File: src/rtl/clkdiv_pkg.sv
// Shared constants and helpers for the programmable clock-enable generator.
// Default divisors are the rates used by the synth datapath consumers.
package clkdiv_pkg;

   localparam int unsigned DIV_MOD       = 1;
   localparam int unsigned DIV_MULT      = 32;
   localparam int unsigned DIV_SAMPLE_X2 = 256;
   localparam int unsigned DIV_SAMPLE    = 512;
   localparam int unsigned DIV_ADSR      = 262144;

   // Channel-select width; never below one bit so a single-channel build still has a port.
   function automatic int unsigned ch_w(input int unsigned n);
      return (n <= 1) ? 1 : $clog2(n);
   endfunction

endpackage

File: src/rtl/clkdiv_chan.sv
// One divider channel: registered tick every active_q advances, lvl toggles per tick.
// Tick appears the cycle after the wrapping edge; no backpressure, adv_i gates progress.
module clkdiv_chan #(
   parameter int unsigned      CNT_W   = 20,
   parameter logic [CNT_W-1:0] DIV_RST = CNT_W'(1)
) (
   input  logic             clk_i,
   input  logic             arstn_i,
   input  logic             adv_i,
   input  logic             sync_i,
   input  logic             wr_i,
   input  logic [CNT_W-1:0] wdata_i,
   output logic             tick_o,
   output logic             lvl_o
);

   logic [CNT_W-1:0] cnt_q, cnt_d;
   logic [CNT_W-1:0] shadow_q, shadow_d;
   logic [CNT_W-1:0] active_q, active_d;
   logic             tick_q, tick_d;
   logic             lvl_q, lvl_d;

   always_comb begin
      shadow_d = wr_i ? wdata_i : shadow_q;
      cnt_d    = cnt_q;
      active_d = active_q;
      lvl_d    = lvl_q;
      tick_d   = 1'b0;
      if (sync_i) begin
         cnt_d    = '0;
         lvl_d    = 1'b0;
         active_d = shadow_d;
      end else if (adv_i && (active_q != '0)) begin
         // New divisor only lands at a wrap, so periods are never truncated or stretched.
         if (cnt_q == active_q - CNT_W'(1)) begin
            cnt_d    = '0;
            tick_d   = 1'b1;
            lvl_d    = ~lvl_q;
            active_d = shadow_q;
         end else begin
            cnt_d = cnt_q + CNT_W'(1);
         end
      end
   end

   always_ff @(posedge clk_i or negedge arstn_i) begin
      if (!arstn_i) begin
         cnt_q    <= '0;
         shadow_q <= DIV_RST;
         active_q <= DIV_RST;
         tick_q   <= 1'b0;
         lvl_q    <= 1'b0;
      end else begin
         cnt_q    <= cnt_d;
         shadow_q <= shadow_d;
         active_q <= active_d;
         tick_q   <= tick_d;
         lvl_q    <= lvl_d;
      end
   end

   assign tick_o = tick_q;
   assign lvl_o  = lvl_q;

endmodule

File: src/rtl/clkdiv_gen.sv
// NCH programmable clock-enable channels with shadowed divisors and optional cascading.
// Ticks are registered (one cycle after the wrapping edge, +1 per cascade stage); no backpressure.
module clkdiv_gen import clkdiv_pkg::*; #(
   parameter int unsigned          NCH     = 4,
   parameter int unsigned          CNT_W   = 20,
   parameter logic [NCH*CNT_W-1:0] DIV_RST = {NCH{CNT_W'(1)}},
   parameter logic [NCH-1:0]       EN_RST  = {NCH{1'b1}},
   parameter logic [NCH-1:0]       CASC    = {NCH{1'b0}}
) (
   input  logic                   clk,
   input  logic                   arstn,
   input  logic                   cfg_we,
   input  logic [ch_w(NCH)-1:0]   cfg_ch,
   input  logic [CNT_W-1:0]       cfg_div,
   input  logic [NCH-1:0]         cfg_en,
   input  logic                   sync,
   output logic [NCH-1:0]         tick,
   output logic [NCH-1:0]         lvl
);

   localparam int unsigned CH_W = ch_w(NCH);

   logic [NCH-1:0] en_q;
   logic [NCH-1:0] adv;

   always_ff @(posedge clk or negedge arstn) begin
      if (!arstn) en_q <= EN_RST;
      else        en_q <= cfg_en;
   end

   for (genvar i = 0; i < NCH; i++) begin : g_ch
      logic wr;

      // Selects beyond NCH-1 match no channel, so such writes fall away.
      assign wr = cfg_we && (cfg_ch == CH_W'(i));

      if (i == 0 || !CASC[i]) begin : g_free
         assign adv[i] = en_q[i];
      end else begin : g_casc
         assign adv[i] = en_q[i] & tick[i-1];
      end

      clkdiv_chan #(
         .CNT_W   (CNT_W),
         .DIV_RST (DIV_RST[i*CNT_W +: CNT_W])
      ) u_chan (
         .clk_i   (clk),
         .arstn_i (arstn),
         .adv_i   (adv[i]),
         .sync_i  (sync),
         .wr_i    (wr),
         .wdata_i (cfg_div),
         .tick_o  (tick[i]),
         .lvl_o   (lvl[i])
      );
   end

endmodule

File: config.mk
export PLATFORM = sky130hd
export DESIGN_NAME = clkdiv_gen
export DESIGN_NICKNAME = d
export VERILOG_FILES = /design/src/rtl/clkdiv_pkg.sv /design/src/rtl/clkdiv_chan.sv /design/src/rtl/clkdiv_gen.sv
export SDC_FILE = /design/constraint.sdc
export NUM_CORES = 1
export LEC_CHECK = 0
export CAP_MARGIN = 25
export CELL_PAD_IN_SITES_DETAIL_PLACEMENT = 0
export CELL_PAD_IN_SITES_GLOBAL_PLACEMENT = 1
export CORE_AREA = 8 8 179 181
export CTS_CLUSTER_SIZE = 16
export DETAILED_ROUTE_END_ITERATION = 12
export DIE_AREA = 0 0 187 189
export PLACE_DENSITY_LB_ADDON = 0.1
export SLEW_MARGIN = 20
export SYNTH_ARGS = -nofsm -noshare
export SYNTH_HDL_FRONTEND = slang
export SYNTH_HIERARCHICAL = 1
export SYNTH_SLANG_ARGS = --single-unit
File: constraint.sdc
create_clock -name clk -period 3.6 [get_ports clk]
set_clock_uncertainty 0.15 [all_clocks]
set_input_delay 0.72 -clock clk [delete_from_list [all_inputs] [get_ports clk]]
set_output_delay 0.72 -clock clk [all_outputs]
set_load 0.01 [all_outputs]
# [Yosys cells after proc, flatten, opt, wreduce, memory -nomap -nowiden]
# Cells that the tools add are included.
[word_totals] reg_bits=252 mem_bits_rw=0 latchBits=0 output_inout_bits=8 mem_count=0 elab_cells=117 inputBits=30 rom_bits=0
[op_classes] n_reduce_logical=25 eq_ne=7 mux=52 n_lt_le_gt_ge=0 bitwise=4 div_mod_pow=0 n_shift=0 add_sub_neg=8 multipliers=0
[op_table] op="two-way mux 20 bit" n=28
[op_table] op="adder 20 x 1 -> 20 bit, second input constant" n=4
[op_table] op="equality test 20 bit" n=4
[op_table] op="nonzero test 20 bit" n=4
[op_table] op="subtractor 20 x 1 -> 20 bit, second input constant" n=4
[op_table] op="two-way mux 1 bit" n=24
[op_table] op="nonzero test 2 bit" n=8
[op_table] op="logical AND 1 bit" n=8
[op_table] op="AND reduction 2 bit" n=4
[op_table] op="equality test 2 bit, second input constant" n=2
[op_table] op="inverter 1 bit" n=4
[op_table] op="equality test 2 x 1 -> 1 bit, second input constant" n=1
[op_table] op="logical NOT 2 bit" n=1

# [Logic depth before layout (Yosys ltp)]
[logic_depth] depth_word=5 ltp_mapped=12 ltp_nobuf=10

# [Cells and area by module]
# Netlist, hierarchy kept.
[modules_own_cells] mod="clkdiv_chan (g_ch[0].u_chan ...)" cells_each=367 instances=3 area_each_um2=3552.2
[modules_own_cells] mod="clkdiv_chan (g_ch[3].u_chan)" cells_each=368 instances=1 area_each_um2=3564.7
[modules_own_cells] mod="clkdiv_gen" cells_each=8 instances=1 area_each_um2=142.6

# [Least setup slack after synthesis]
# Ideal clock, no wire load.
[synth_path] kind="flip-flop to flip-flop" start="register g_ch[3].u_chan.active_q[3]" end="register g_ch[3].u_chan.active_q[10]" t_arrival_ns=2.842 setup_slack_ns=0.471 path_buffers=2 required_ns=3.313 synth_period_minus_slack_ns=3.129 setup_time_ns=0.137 stages_incl_launch_ff=11 path_cell_list="dfrtp_1 -> buf_2 -> nor4_2 -> nand2_1 -> or4_4 -> a2111oi_2 -> o2111ai_1 -> nor4_4 -> buf_6 -> mux2i_1 -> a21oi_1"
[synth_between] elab_chain_cells=4
[synth_rtl] element="from (decl)" line="clkdiv_chan.sv:19" text="logic [CNT_W-1:0] active_q, active_d;"
[synth_rtl] element="from (signal assigned)" line="clkdiv_chan.sv:56" text="active_q <= active_d;"
[synth_rtl] element="subtractor 20 x 1 -> 20 bit or nonzero test 20 bit (tied branches)" line="clkdiv_chan.sv:35, clkdiv_chan.sv:33"
[synth_rtl] element="equality test 20 bit or logical AND 1 bit (tied branches)" line="clkdiv_chan.sv:35, clkdiv_chan.sv:33"
[synth_rtl] element="nonzero test 2 bit (no source line)"
[synth_rtl] element="AND reduction 2 bit (no source line) (*)"
# Every way passes the cells marked *; elsewhere a longest branch is shown, timed or not.
# A chain may end at the register's enable or synchronous reset.

# [Final worst setup path]
[layout_path] start="register g_ch[3].u_chan.active_q[3]" end="register g_ch[3].u_chan.active_q[3]"
# The elaborated chain is that of the path after synthesis.

==> results.md <==
* Sequential area share after synthesis at 44.0%
* Sum of negative setup slack at 0 ps
* Post-Route WL at 34.0 mm
* Vias in the first global route at 10400
* Largest family of logic cells by synthesized area: simple AND/OR/NAND/NOR gates
* Actual transition at the worst max-transition pin at 767 ps
* Synthesized flop and latch total at 252
* LEAKAGE at 6.68 nW
* Die H at 189 um
* Min Hold Slack at 35.1 ps
* Io pins at 38
* Peak VDD IR at 0.393 mV
* Multiplexer area fraction after synthesis at 7.26%
* Critical-path top delay cell: or4_4
* CTS resizes at 0
* Worst EP arrival at 3630 ps
* CTS tree: built
* DIE WIDTH at 187 um
* Max-slew headroom at 48.9%
* Synthesized area per cell at 9.72 sq um
* Final Cell Area at 16300 sq um
* Worst-path cell chain: nor4_2, nand2_1, or4_4, a2111oi_2, o2111ai_1, nor4_4, buf_12, mux2i_1, a21oi_1
* Post-synthesis adder-cell area fraction at 0.697%
* Final number of max-transition violations at 0
* CP Launch Type: register
* Post-synthesis simple-gate area fraction at 27.2%
* Area growth syn-to-layout at 13.5%
* Num Clock Sinks at 252
* EDFF count, synth at 0
* DR iter-0 viols at 533
* Ys Warns at 6
* Remaining Overflow, GRT at 0
* Max frequency at 295 MHz
* Max Cap Viol at 0
* Via density at 5.61
* N_diodes at 0
* Synthesized cell area at 14400 sq um
* Post-synth net total at 1515
* Most frequent cells in the layout: dfrtp_1, nand2_1, nor2_1, nand3_1, xnor2_1
* TritonCTS Buffers at 29
* Crit. End Element: register
* Post-CTS setup buffers at 0
* Worst Path Class, Setup: reg2reg
* Status: finished, final reports clean
* Synth cell types at 66
* Post-Synth XOR/XNOR Area at 9.95%
* Placement-stage cell area at 15300 sq um
* GPL Wtd Cong at 0.844
* Clock Pin Slew Worst Setup and Hold Paths at 60 ps
* Post-Synthesis Cells at 1477
* Worst EP required at 3840 ps
* Crit path buf inv count at 1
* DRT Pass-1 Iters at 4
* Tcrit/Tclk final at 94.1%
* DR WL/cell at 17.7 um
* Worst skew pair latency at 550 ps
* Initial antenna violation count at 0
* Unrepaired setup endpoints after global routing: false
* First-pass GRT wire length at 56.4 mm
* Power Dens Cells at 491 nW/um^2
* DPL Wire Length at 23.2 mm
* GRT Total Usage at 19.2%
* Antenna-violating nets left at 0
* Nets at 1545
* Total vias in the final route at 10800
* Post-synthesis compound-gate area fraction at 7.59%
* Main synth FF type: dfrtp_1
* CP delay by family, top: simple AND/OR/NAND/NOR gates
* Port bufs at 37
* Core ar. at 29200 sq um
* Worst Hold Class: in2async
* Total die area at 35300 sq um
* Hold buffers post-CTS at 0
* Clock root buffer master: clkbuf_16
* Fin crit period at 3390 ps
* Commonest non-fill, non-tap cell in the layout: dfrtp_1
* Final Hold Fails at 0
* H-tree levels at 1
* Post-route DRC at 0
* Initial Util at 49.1%
* Clk buf depth at 3
* Largest net degree at the start of global routing at 117
* CP max FO at 15
* CP peak stage delay at 580 ps
* # setup viols final at 0
* Core Rows at 63
* Post-synth ARST share at 100%
* Share of post-route cells with drive strength above 1 at 13.7%
==> worst paths after layout <==
path,cells past startpoint,startpoint,slack [ps],endpoint
max in group asynchronous,2,arstn,2350,g_ch[0].u_chan/shadow_q[0]
setup reg to reg,9,g_ch[3].u_chan/active_q[3],210,g_ch[3].u_chan/active_q[3]
hold / removal,1,arstn,40,g_ch[1].u_chan/cnt_q[17]
min in group clk,1,g_ch[1].u_chan/shadow_q[12],360,g_ch[1].u_chan/shadow_q[12]
hold reg to reg,1,g_ch[1].u_chan/shadow_q[12],360,g_ch[1].u_chan/shadow_q[12]
setup / recovery,9,g_ch[3].u_chan/active_q[3],210,g_ch[3].u_chan/active_q[3]
==> sequential cells by signal, indices dropped and copies added (netlist names) <==
signal,count
g_ch.u_chan/tick_o,4
g_ch.u_chan/cnt_q,80
g_ch.u_chan/lvl_o,4
g_ch.u_chan/shadow_q,80
adv,4
g_ch.u_chan/active_q,80
==> worst reg2reg max path: cells and delay by family (launching register included) <==
| family | cells | cell delay, ps |
|---|---|---|
| AND/OR/NAND/NOR | 4 | 1490 |
| multiplexers | 1 | 230 |
| flip-flops | 1 | 450 |
| AO/OA/AOI/OAI | 3 | 690 |
| buffers and inverters | 1 | 220 |
==> cell type report <==
class / count / area [sq um]
Fill cell: 2607 / 12900
Multi-Input combinational cell: 1119 / 7580
Sequential cell: 252 / 6320
Timing Repair Buffer: 85 / 845
Clock buffer: 39 / 793
Tap cell: 390 / 488
Clock inverter: 13 / 196
Inverter: 20 / 75.1
==> cells by family (layout without fill, tap and decap cells) <==
| family | after synthesis | count (layout) |
|---|---|---|
| AOI/OAI and AO/OA | 157 | 157 |
| xor gates and xnor gates | 158 | 158 |
| adders and majority gates | 8 | 8 |
| buffers and inverters | 106 | 157 |
| DFF | 252 | 252 |
| muxes | 95 | 95 |
| and+or+nand+nor | 701 | 701 |
==> cells in the mapped netlist, types with 20 or more instances <==
master,instances,share of area [%]
nand2_1,159,4.2
xor2_1,76,4.6
nor3_1,45,1.6
nand3_1,92,3.2
mux2_2,74,5.8
nand3b_1,56,2.9
dfrtp_1,240,42
nor2_1,137,3.6
or3b_1,51,3.1
mux2i_1,21,1.5
and3_1,38,1.7
nand2b_1,20,0.87
a21oi_1,41,1.4
clkbuf_1,65,1.7
inv_1,20,0.52
xnor2_1,79,4.8
==> power breakdown <==
group	switching (W)	internal, W	total (W)
combinational	0.000743	0.000700	0.00144
sequential	0.000325	0.00318	0.00351
clock	0.00116	0.00189	0.00306
total	0.00223	0.00578	0.00801
==> metal layers <==
layer  share of wire (%)  wire length (um)  track usage, %  up-vias
li1                    -                 -               -     5322
met1                  49             16800            27.2     5268
met2                  46             15600            30.7      122
met3                 2.2               732            2.23       44
met4                 2.4               823            4.95        0
met5                   0                 0               0        -
==> stage by stage <==
stage / setup WS (ps) / total power [W] / std cells / util [%]
floorplan: 471 / 0.00452 / 1477 / -
global placement: 332 / 0.00496 / 1865 / 52.3
detailed placement: 284 / 0.00501 / 1866 / 52.3
CTS: 231 / 0.00812 / 1918 / 55.7
global route: 17.0 / 0.00844 / 1918 / 55.7
finish: 211 / 0.00801 / 1918 / 55.7
No activity file was read; power rests on OpenSTA's default activity.
==> variant 1, RTL diff (config.mk and constraints unchanged) <==
`CNT_W` is set to 20 in 2 places; all go to 10.
--- a/src/rtl/clkdiv_chan.sv
+++ b/src/rtl/clkdiv_chan.sv
@@ -2,5 +2,5 @@
 // Tick appears the cycle after the wrapping edge; no backpressure, adv_i gates progress.
 module clkdiv_chan #(
-   parameter int unsigned      CNT_W   = 20,
+   parameter int unsigned      CNT_W   = 10,
    parameter logic [CNT_W-1:0] DIV_RST = CNT_W'(1)
 ) (
--- a/src/rtl/clkdiv_gen.sv
+++ b/src/rtl/clkdiv_gen.sv
@@ -3,5 +3,5 @@
 module clkdiv_gen import clkdiv_pkg::*; #(
    parameter int unsigned          NCH     = 4,
-   parameter int unsigned          CNT_W   = 20,
+   parameter int unsigned          CNT_W   = 10,
    parameter logic [NCH*CNT_W-1:0] DIV_RST = {NCH{CNT_W'(1)}},
    parameter logic [NCH-1:0]       EN_RST  = {NCH{1'b1}},
Interface: changed (resized cfg_div); port bits go from 38 to 28. The function was not compared with the original's and may differ.
==> variant 1 against the unedited design <==
Via count shrank 47%. Cell count down 39%. Critical path type unchanged. Synthesized area shrank 48%. Combinational power fell by 53%. Sequential cell count is 120 lower. Power down 44%. Largest power group is now the clock network. Cell area is 46% lower. Wire length fell by 42%. Setup slack better by 0.29 ns.
==> variant 1: results (changes against the unedited design) <==
final std cells w/o fill 1174 (-39%); CP arrival 3.20 ns (-0.43 ns); Compound-Gate Fraction of Synth Area 0.1222 (+0.04630); leak pwr 0.003375 uW (-50%); crit path max fanout 11 (-4); sequential area share after synthesis 0.4408 (+0.0007548); Post-Synth XOR/XNOR Area 0.06516 (-0.03432); DR pass1 iterations 6 (+2); total CTS buffers 17 (-41%); Via density 4.847 (-14%); Reg-to-Reg Start g_ch[0].u_chan/active_q[0]; top cells by area, synth dfrtp_1 40%, mux2_2 6.0%, dfstp_2 4.2%; largest net degree at the start of global routing 72 (-38%); adder-cell share of the synthesized area 0.01330 (+0.006329); relative slew slack 0.4544 (-0.03414); placed cell areas 8179 sq um (-47%); first-pass GRT wire length 32.66 mm (-42%); port bufs 27 (-27%); share of layout cells above drive strength 1 0.1607 (+0.02393); Max IR drop VDD 0.3078 mV (-22%); status complete, no violations; nets@finish 799 (-48%); H-tree levels 4 (+3); most frequent cells after synthesis 120 x dfrtp_1, 64 x nor2_1, 49 x a21oi_1, 49 x nand2_1, 41 x nor3_1; fill count 3009 (+15%); Post-DP HPWL 13.79 mm (-40%); post-synth net total 779 (-49%)
-- variant 1: stage by stage --
step	utilization	setup WS [ns]	power (uW)
floorplan	-	0.9366	2365
global placement	0.2797	0.6274	2561
detailed placement	0.2797	0.5485	2578
CTS	0.3018	0.5384	4564
global route	0.3018	0.3182	4724
finish	0.3018	0.5016	4475
-- variant 1: final cells by class --
cell class                      instances  area [sq um]  area share
Tap cell                              390         488.0     0.05529
Clock inverter                         13         203.9     0.02311
Timing Repair Buffer                   43         411.6     0.04664
Multi-Input combinational cell        560          3897      0.4416
Clock buffer                           19         442.9     0.05018
Sequential cell                       132          3318      0.3760
Inverter                               17         63.81    0.007230
-- variant 1: final timing paths --
check	to	slack (ns)	cells past startpoint
worst max-delay path	g_ch[0].u_chan/active_q[7]	0.50	8
worst min-delay path	g_ch[2].u_chan/tick_o	0.16	1
worst max register to register	g_ch[0].u_chan/active_q[7]	0.50	8
worst min register to register	g_ch[2].u_chan/active_q[6]	0.34	1
max in group asynchronous	g_ch[1].u_chan/shadow_q[0]	2.33	2
min in group clk	g_ch[2].u_chan/active_q[6]	0.34	1
-- variant 1: metal layers --
layer  share of wire  GRT usage  wire, um
met5               0          0         0
met4          0.0091    0.03268       181
met3           0.032    0.02318       642
met2            0.46     0.1898      9215
met1            0.49     0.1538      9784
-- variant 1: worst max-delay path: stages, from the launching register on --
cell      delay, ns
dfstp_2        0.59
inv_1          0.06
ha_1           0.30
xnor2_1        0.13
a211o_1        0.26
a211oi_1       0.34
nand3_1        0.55
o31ai_1        0.42
a31oi_1        0.12
-- variant 1: report_power, final --
group          leakage (uW)  internal, uW  switching, uW
Clock              0.000317          1250            686
Sequential          0.00162          1670            190
Combinational       0.00143           316            362
Total               0.00338          3240           1240
==> variant 2, RTL diff (same settings) <==
Made on the original files. Register the inputs `cfg_we`, `cfg_ch`, `cfg_div`, `cfg_en` and `sync` before use, cleared by the reset. The logic sees them one clock later.
--- a/src/rtl/clkdiv_gen.sv
+++ b/src/rtl/clkdiv_gen.sv
@@ -21,4 +21,26 @@
    localparam int unsigned CH_W = ch_w(NCH);
 
+   logic cfg_we_q;
+   logic [ch_w(NCH)-1:0] cfg_ch_q;
+   logic [CNT_W-1:0] cfg_div_q;
+   logic [NCH-1:0] cfg_en_q;
+   logic sync_q;
+
+   always_ff @(posedge clk or negedge arstn) begin
+      if (!arstn) begin
+         cfg_we_q  <= '0;
+         cfg_ch_q  <= '0;
+         cfg_div_q <= '0;
+         cfg_en_q  <= '0;
+         sync_q    <= '0;
+      end else begin
+         cfg_we_q  <= cfg_we;
+         cfg_ch_q  <= cfg_ch;
+         cfg_div_q <= cfg_div;
+         cfg_en_q  <= cfg_en;
+         sync_q    <= sync;
+      end
+   end
+
    logic [NCH-1:0] en_q;
    logic [NCH-1:0] adv;
@@ -26,5 +48,5 @@
    always_ff @(posedge clk or negedge arstn) begin
       if (!arstn) en_q <= EN_RST;
-      else        en_q <= cfg_en;
+      else        en_q <= cfg_en_q;
    end
 
@@ -33,5 +55,5 @@
 
       // Selects beyond NCH-1 match no channel, so such writes fall away.
-      assign wr = cfg_we && (cfg_ch == CH_W'(i));
+      assign wr = cfg_we_q && (cfg_ch_q == CH_W'(i));
 
       if (i == 0 || !CASC[i]) begin : g_free
@@ -48,7 +70,7 @@
          .arstn_i (arstn),
          .adv_i   (adv[i]),
-         .sync_i  (sync),
+         .sync_i  (sync_q),
          .wr_i    (wr),
-         .wdata_i (cfg_div),
+         .wdata_i (cfg_div_q),
          .tick_o  (tick[i]),
          .lvl_o   (lvl[i])
Check against the original RTL: not equivalent (a bounded check fails within 4 cycles, from zero or initial values and one cycle with arstn low).
==> variant 2 against the unedited design <==
Sequential power is 11% higher. Sequential cell count up 28. Setup slack gained 0.12 ns. Cell area is 5.0% higher. Synthesized area is 4.9% higher. Power up 6.4%. Wire length rose by 2.0%. Critical endpoint is now g_ch[0].u_chan/active_q[15]. Sequential share of layout area is 2.3 points higher.
==> variant 2: results (changes against the unedited design) <==
reg2reg setup slack 0.33 ns (+0.12 ns); Compound-Gate Fraction of Synth Area 0.07234 (-0.003529); Iteration-0 DRC Markers 720 (+35%); Clock-cell share 0.06119 (+0.0004684); GR Util All Layers 0.1968 (+0.005277); fin. max-slew vios 0 (unchanged); routability cong. 0.9011 (+6.8%); Top Registers g_ch.u_chan/active_q (80), g_ch.u_chan/cnt_q (80), g_ch.u_chan/shadow_q (80); Post-DP HPWL 23.68 mm (+2.2%); crit path max fanout 42 (+27); CP arrival 3.60 ns (-0.03 ns); Post-Synth XOR/XNOR Area 0.09485 (-0.004627); multi-input gate share of total cell area 0.4439 (-0.02115); Reg-to-Reg Start g_ch[0].u_chan/active_q[1]; port bufs 37 (unchanged); first-pass GRT wire length 58.46 mm (+3.6%); post-synth net total 1543 (+1.8%); most frequent cells after synthesis 268 x dfrtp_1, 159 x nand2_1, 137 x nor2_1; antenna violations before repair 0 (unchanged); HP Class input port to asynchronous set/reset pin; fill count 2518 (-3.4%); Vias 11.15k (+3.6%); adder-cell share of the synthesized area 0.006645 (-0.0003241); sequential area share after synthesis 0.4661 (+0.02604); mux share of post-synthesis cell area 0.06927 (-0.003379); syn avg cell area 10.01 sq um (+2.9%); top cells by area, synth dfrtp_1 45%, mux2_2 5.5%, xnor2_1 4.6%; Routed WL per cell 17.70 um (about the same); post-placement cell count 1899 (+1.8%); Cell variety after synth 66 (unchanged); Yosys reg bits 280 (+11%); CP startpoint kind flop; asr flop ratio synth 1.000 (unchanged); clock buffers 43 (+10%); nets@finish 1580 (+2.3%); Non-clock buffering overhead 0.05147 (-0.0003500); depth of the most critical reg-to-reg path 11 (+2); largest net degree at the start of global routing 89 (-24%); clk buf depth 3 (unchanged); relative slew slack 0.5258 (+0.03726); share of layout cells above drive strength 1 0.1436 (+0.006806); Non-clock buffers 90 (+5.9%); total CTS buffers 31 (+6.9%); sequential portion of the cell area 0.4105 (+0.02267); leak pwr 0.007079 uW (+5.9%); sw power 2390 uW (+7.1%); status complete, no violations; Via density 5.695 (+1.6%); crit path capture g_ch[0].u_chan/active_q[15]; clk_lat worst skew 0.57 ns (+0.02 ns); DR pass1 iterations 5 (+1); Max IR drop VDD 0.4630 mV (+18%)
## variant 2: metal layers
layer | part of all wire | GRT usage
met1 | 0.49 | 0.2869
met3 | 0.027 | 0.02152
met2 | 0.45 | 0.3049
met4 | 0.030 | 0.05987
met5 | 0 | 0
## variant 2: critical path, cell delays in order, from the launching register on
cell and delay [ns]:
dfrtp_1 0.42, inv_1 0.07, ha_1 0.16, nor2b_1 0.34
nand3_1 0.30, nor3_1 0.24, o22ai_1 0.10, or4_1 0.48
nand4bb_4 0.22, buf_12 0.19, or3b_1 0.40, nand3_1 0.10
## variant 2: how the worst min path moves through the flow
stage / slack, ns / start / to
2_1_floorplan: 0.18 / cfg_en_q[0] / adv[0]
3_3_place_gp: 0.18 / cfg_en_q[1] / adv[1]
3_5_place_dp: 0.19 / cfg_en_q[1] / adv[1]
4_1_cts: 0.03 / arstn / cfg_div_q[19]
5_1_grt: 0.07 / arstn / cfg_div_q[5]
6_report: 0.02 / arstn / g_ch[2].u_chan/cnt_q[17]
## variant 2: power by group through the flow
stage                     clock [uW]  sequential [uW]  combinational (uW)
final                           3190             3880                1450
after global routing            3410             3940                1630
after CTS                       3280             3880                1450
after detailed placement           0             3940                1440
after global placement             0             3920                1420
after floorplan                    0             3800                1070
## variant 2: metrics by stage
step	hold slack, ns	setup slack [ns]	area [sq um]	utilization
2_1_floorplan	0.1830	0.4705	15060	-
3_3_place_gp	0.1845	0.2857	16040	0.5485
3_5_place_dp	0.1879	0.2795	16060	0.5490
4_1_cts	0.03224	0.2675	17100	0.5848
5_1_grt	0.07395	0.09431	17110	0.5852
6_report	0.01946	0.3342	17110	0.5852
## variant 2: repair_timing
action | CTS | global route
endpoints found under the setup margin | 0 | 5
hold endpoints to repair | 0 | 0
resized for setup | 0 | 2
hold buffers | 0 | 0
